<file path="src/rtl/sram_train_ctrl.sv">
// rtl/sram_train_ctrl.sv - single-port SRAM with host access and a self-training engine
//
// Purpose:
//   Word-addressed storage for the boot/config path. The host can write while
//   boot_mode=0 and read while boot_mode=1, but only when the training engine
//   is idle. Training writes the pattern (i+1) to every word, reads each word
//   back and counts mismatches. The top RSVD bits of every word always hold 0.
//
// Ports:
//   clk, rstn            clock (rising edge), synchronous active-low reset
//   boot_mode            1: host reads allowed, 0: host writes allowed
//   wren, rden, addr     host request strobes and word address
//   data_in              host write data
//   data_out, rd_valid   read data (held between reads) and its 1-cycle strobe
//   access_err           1-cycle strobe for a rejected host request
//   train_start          start a training run (only honoured in IDLE)
//   inj_en, inj_addr     fault injection: flip bit 0 of the pattern at inj_addr
//   train_busy           training in progress
//   train_done           1-cycle strobe at the end of a training run
//   train_pass           last run saw zero mismatches
//   err_count            mismatch count of the last run, saturating at DEPTH

module sram_train_ctrl #(
    parameter int WIDTH = 8,
    parameter int DEPTH = 16,
    parameter int RSVD  = 4,
    localparam int ADDR = $clog2(DEPTH),
    localparam int ECW  = $clog2(DEPTH + 1)
) (
    input  logic             clk,
    input  logic             rstn,
    input  logic             boot_mode,
    input  logic             wren,
    input  logic             rden,
    input  logic [ADDR-1:0]  addr,
    input  logic [WIDTH-1:0] data_in,
    output logic [WIDTH-1:0] data_out,
    output logic             rd_valid,
    output logic             access_err,
    input  logic             train_start,
    input  logic             inj_en,
    input  logic [ADDR-1:0]  inj_addr,
    output logic             train_busy,
    output logic             train_done,
    output logic             train_pass,
    output logic [ECW-1:0]   err_count
);

    // Ones in the usable low bits, zeros in the reserved high bits.
    localparam logic [WIDTH-1:0] MASK = {WIDTH{1'b1}} >> RSVD;

    typedef enum logic [1:0] {
        S_IDLE,
        S_WR,
        S_RD,
        S_CHK
    } state_t;

    state_t state_q;
    state_t state_d;

    logic [WIDTH-1:0] mem [DEPTH];

    logic [ADDR-1:0]  idx_q;
    logic             last_idx;

    // Read-back pipeline: the word read in RD is compared one cycle later.
    logic             chk_valid_q;
    logic [ADDR-1:0]  chk_idx_q;
    logic [WIDTH-1:0] chk_data_q;

    logic             addr_ok;
    logic             idle;
    logic             host_wr_ok;
    logic             host_rd_ok;
    logic             host_err;
    logic             inj_hit;
    logic [WIDTH-1:0] train_wdata;
    logic [WIDTH-1:0] chk_expect;
    logic             mismatch;
    logic [ECW-1:0]   err_next;

    // Expected training pattern for word i: (i+1) mod 2^WIDTH, reserved bits cleared.
    function automatic logic [WIDTH-1:0] pattern(input logic [ADDR-1:0] i);
        return (WIDTH'(i) + WIDTH'(1)) & MASK;
    endfunction

    // When DEPTH fills the address space every address is valid; otherwise
    // reject the tail addresses so they never index past the array.
    generate
        if (DEPTH == (1 << ADDR)) begin : g_addr_full
            assign addr_ok = 1'b1;
        end else begin : g_addr_part
            assign addr_ok = ({1'b0, addr} < (ADDR + 1)'(DEPTH));
        end
    endgenerate

    assign idle       = (state_q == S_IDLE);
    assign train_busy = ~idle;
    assign last_idx   = (idx_q == ADDR'(DEPTH - 1));

    // Host request decode. Anything requested that is not a clean write or a
    // clean read is an error, including every request while training runs.
    always_comb begin
        host_wr_ok = wren & ~rden & ~boot_mode & idle & addr_ok;
        host_rd_ok = rden & ~wren &  boot_mode & idle & addr_ok;
        host_err   = (wren | rden) & ~host_wr_ok & ~host_rd_ok;
    end

    // Training write data, with optional bit-0 flip at the injection address.
    always_comb begin
        inj_hit     = inj_en & (inj_addr == idx_q);
        train_wdata = pattern(idx_q) ^ WIDTH'(inj_hit);
    end

    // Mismatch accounting for the word read back in the previous cycle.
    always_comb begin
        chk_expect = pattern(chk_idx_q);
        mismatch   = chk_valid_q & (chk_data_q != chk_expect);
        err_next   = err_count;
        if (mismatch && (err_count != ECW'(DEPTH))) begin
            err_next = err_count + ECW'(1);
        end
    end

    // Next-state logic.
    always_comb begin
        state_d = state_q;
        case (state_q)
            S_IDLE:  if (train_start) state_d = S_WR;
            S_WR:    if (last_idx)    state_d = S_RD;
            S_RD:    if (last_idx)    state_d = S_CHK;
            S_CHK:                    state_d = S_IDLE;
            default:                  state_d = S_IDLE;
        endcase
    end

    // State register.
    always_ff @(posedge clk) begin
        if (!rstn) begin
            state_q <= S_IDLE;
        end else begin
            state_q <= state_d;
        end
    end

    // Datapath, memory and registered outputs.
    always_ff @(posedge clk) begin
        if (!rstn) begin
            for (int k = 0; k < DEPTH; k++) begin
                mem[k] <= '0;
            end
            idx_q       <= '0;
            chk_valid_q <= 1'b0;
            chk_idx_q   <= '0;
            chk_data_q  <= '0;
            data_out    <= '0;
            rd_valid    <= 1'b0;
            access_err  <= 1'b0;
            train_done  <= 1'b0;
            train_pass  <= 1'b0;
            err_count   <= '0;
        end else begin
            rd_valid    <= 1'b0;
            train_done  <= 1'b0;
            chk_valid_q <= 1'b0;
            access_err  <= host_err;

            // Host traffic is only accepted in IDLE, so it never collides
            // with the training port below.
            if (host_wr_ok) begin
                mem[addr] <= data_in & MASK;
            end
            if (host_rd_ok) begin
                data_out <= mem[addr];
                rd_valid <= 1'b1;
            end

            case (state_q)
                S_IDLE: begin
                    if (train_start) begin
                        idx_q      <= '0;
                        err_count  <= '0;
                        train_pass <= 1'b0;
                    end
                end
                S_WR: begin
                    mem[idx_q] <= train_wdata;
                    idx_q      <= last_idx ? '0 : idx_q + ADDR'(1);
                end
                S_RD: begin
                    chk_data_q  <= mem[idx_q];
                    chk_idx_q   <= idx_q;
                    chk_valid_q <= 1'b1;
                    idx_q       <= last_idx ? '0 : idx_q + ADDR'(1);
                    err_count   <= err_next;
                end
                S_CHK: begin
                    // The last word's comparison lands here, so the pass flag
                    // is taken from the updated count, not the registered one.
                    err_count  <= err_next;
                    train_pass <= (err_next == '0);
                    train_done <= 1'b1;
                end
                default: ;
            endcase
        end
    end

endmodule
</file>
<file path="config.mk">
export PLATFORM = sky130hd
export DESIGN_NAME = sram_train_ctrl
export DESIGN_NICKNAME = d
export VERILOG_FILES = /design/src/rtl/sram_train_ctrl.sv
export SDC_FILE = /design/constraint.sdc
export NUM_CORES = 1
export LEC_CHECK = 0
export ABC_AREA = 1
export BUFFER_PORTS_ARGS = -buffer_cell sky130_fd_sc_hd__buf_4
export CAP_MARGIN = 25
export CELL_PAD_IN_SITES_DETAIL_PLACEMENT = 0
export CELL_PAD_IN_SITES_GLOBAL_PLACEMENT = 2
export CORE_MARGIN = 1
export CORE_UTILIZATION = 39
export CTS_CLUSTER_DIAMETER = 30
export CTS_CLUSTER_SIZE = 14
export DETAILED_ROUTE_END_ITERATION = 16
export PLACE_DENSITY = 0.9
export REMOVE_ABC_BUFFERS = 1
export SYNTH_ARGS = -nofsm -noshare
export SYNTH_HDL_FRONTEND = slang
export SYNTH_SLANG_ARGS = --single-unit
export TNS_END_PERCENT = 10
</file>
<file path="constraint.sdc">
create_clock -name clk -period 4.94 [get_ports clk]
set_input_delay 0.247 -clock clk [delete_from_list [all_inputs] [get_ports clk]]
set_output_delay 0.247 -clock clk [all_outputs]
set_load 0.05 [all_outputs]
</file>
==> flow_metrics.py <==
metrics = {
    "place": {
        "dp.final_hpwl_um": 10300,
        "io_buffer_count": 32,
        "preCtsSetupSlack_ns": 2.09,
        "place_congestion": 0.885,
    },
    "grt": {
        "antenna_found_initial": 0,
        "grt_max_degree": 58,
        "grt_pass1_vias": 4202,
        "overflow": 0,
        "grt.total_usage": 0.217,
        "grt_first_pass_wirelength_um": 23300,
    },
    "detailed_routing": {
        "wl_per_cell_um": 16.7,
        "drc": 0,
        "drt_iter0_drc": 356,
        "num_vias": 4505,
        "detail-route-antenna-nets": 0,
        "drt_pre_antenna_iters": 5,
        "viasPerCell": 5.13,
        "wl_um": 14600,
    },
    "sta": {
        "skew_ns": 0.00594,
        "finalCriticalPeriod_ns": 2.67,
        "finalSetupViolations": 0,
        "worst_slew_pin_slew_ns": 0.745,
        "fmax_mhz": 375,
        "timing.final.crit_share": 0.540,
        "rsz0062_at_grt": "false",
        "hold_violations": 0,
        "max_slew_margin": 0.502,
        "setup_ws_ns": 2.27,
        "fin_hold_ws_ns": 0.205,
        "fin_tns_setup_ns": 0,
        "drv_slew": 0,
    },
    "setup_path": {
        "start_kind": "flip-flop",
        "path_class": "reg2reg",
        "crit_fanout": 20,
        "crit_slowest_cell": "dfxtp_1",
        "arrival_ns": 2.71,
        "worstPathCellList": "inv_2 > o21ai_1 > inv_2 > nor2_1 > inv_1 > nor2_1 > inv_1 > nand2_1",
        "required_ns": 4.98,
        "end_kind": "flip-flop",
        "slowest_delay_ns": 0.80,
        "rrSetupSlack_ns": 2.27,
    },
    "cells_and_area": {
        "diodes": 0,
        "nNetsFinal": 729,
        "final_core_util": 0.452,
        "area_growth_pct": 12.2,
        "drive_above_1_share": 0.147,
        "fill_cells": 1355,
        "layout_common_cells": "nand2_1, nor2_1, inv_1",
    },
    "clocking": {
        "clock-sinks": 92,
        "cts.htree.levels": 3,
        "clock_latency_ns": 0.35,
        "clk_path_buf_depth": 2,
        "cts_resized": 0,
        "cts.clk_slew.worst_paths_ns": 0.07,
        "postCtsSetupBuffers": 0,
        "cts_buffers": 9,
        "cts_tree": "built",
        "cts-root-buf": "clkbuf_16",
        "cts-hold-fix-buffers": 0,
    },
    "yosys": {
        "ys_ff_latch": 92,
        "synthMuxAreaShare": 0.0204,
        "syn_area_mm2": 0.00540,
        "synth_top_area_share": 0.356,
        "yosysSeqAreaShare": 0.460,
        "yosysWarnings": 0,
        "synth.distinct_cells": 38,
        "synth-xor-area-share": 0.0114,
        "synth_top_family_by_area": "simple AND/OR/NAND/NOR gates",
        "synth_area_per_cell_um2": 7.90,
        "syn_inst": 684,
        "synth_top_cell_by_area": "edfxtp_1",
        "ys_top_cells_by_area": "edfxtp_1, dfxtp_1, o21ai_0",
        "synth_simple_gate_area_frac": 0.202,
        "synthAdderAreaFrac": 0.0185,
        "synth_compound_gate_area_share": 0.174,
    },
    "outcome": {
        "outcome": "completed",
    },
    "floorplanning": {
        "initial_core_util": 0.403,
        "die_h_um": 120,
        "coreArea_mm2": 0.0134,
        "die_area_mm2": 0.0143,
        "num_io_pins": 41,
        "rows": 42,
        "dieWidth_um": 120,
    },
    "worst_hold_path": {
        "hold_path_class": "in2reg",
    },
    "power": {
        "p_leak_nw": 2.55,
        "internal_power_mw": 1.60,
        "switchingPower_mw": 0.832,
        "p_sw_frac": 0.342,
        "irDropWorstVdd_mv": 0.254,
        "combPwrFrac": 0.285,
        "powerDensity_mw_per_mm2": 402,
        "power.clock.fraction": 0.325,
        "power_frac_seq": 0.390,
    },
    "job": {
        "cap_violations": 0,
    },
}
-- cells by family after synthesis --
kind of cell | after synthesis
flip-flops | 92
AO/OA/AOI/OAI | 168
buffers and inverters | 142
XOR/XNOR | 7
other | 1
multiplexers | 11
AND/OR/NAND/NOR | 255
adder cells (fa/ha/maj) | 8
-- flip-flops by register name, indices dropped and copies added, names as in the netlist --
register,flops
rd_valid,1
chk_data_q,4
idx_q,4
chk_valid_q,1
data_out,4
train_done,1
state_q,2
mem,64
chk_idx_q,4
train_pass,1
access_err,1
err_count,5
-- cell type report --
type                            count  area [µm²]  area share
Timing Repair Buffer               38         297      0.0489
Clock buffer                       10         229      0.0378
Inverter                          104         390      0.0644
Tap cell                          176         220      0.0363
Clock inverter                      6         113      0.0186
Sequential cell                    92        2480       0.409
Multi-Input combinational cell    453        2330       0.385
-- synthesized netlist by cell type --
cell type  number
nand2_1        95
nor2_1         95
inv_1          83
o21ai_0        72
edfxtp_1       64
a21oi_1        53
nand3_1        32
dfxtp_1        28
o211ai_1       21
inv_2          17
clkbuf_1       13
buf_2          11
mux2i_1        11
nand2_2        11
nor2_2         11
ha_1            8
o22ai_1         8
o21ai_1         7
buf_4           6
xor2_1          6
nor3_1          5
buf_6           4
clkinv_1        4
buf_1           3
nand2_4         2
o21ai_2         2
a21oi_2         1
a22oi_2         1
a31oi_1         1
buf_8           1
conb_1          1
nand3b_1        1
nand4_1         1
nor4_2          1
o21a_1          1
o31ai_4         1
or2_1           1
xnor2_1         1
-- power by group through the flow --
| stage | logic (mW) | registers [mW] | clock network (mW) |
|---|---|---|---|
| 2_1_floorplan | 0.429 | 0.987 | 0 |
| 3_3_place_gp | 0.676 | 0.963 | 0 |
| 3_5_place_dp | 0.690 | 0.966 | 0 |
| 4_1_cts | 0.693 | 0.949 | 0.802 |
| 5_1_grt | 0.773 | 0.958 | 0.841 |
| 6_report | 0.695 | 0.949 | 0.790 |
-- worst max-delay path: cells and delay by family (launching register included) --
kind	cells	cell delay (ns)
compound gates	1	0.34
buf+inv	4	0.73
flops	1	0.80
simple gates	3	0.49
-- path summary, 6_finish.rpt --
check,startpoint,to,depth (start not counted)
max,idx_q[1],mem[15][2],8
min,boot_mode,access_err,3
max reg2reg,idx_q[1],mem[15][2],8
min reg2reg,train_pass,train_pass,2
-- metrics by stage --
stage	cell area, µm²	power (mW)	cells
3_5_place_dp	5710	1.66	862
2_1_floorplan	5190	1.42	649
3_3_place_gp	5690	1.64	861
4_1_cts	6050	2.44	878
5_1_grt	6060	2.57	879
6_report	6060	2.43	879
-- per-layer routing --
metal,part of all wire,GRT usage
met4,0.024,0.0938
met2,0.48,0.347
met5,0,0
met1,0.45,0.291
met3,0.045,0.0314
(Power assumes the default switching activity.)
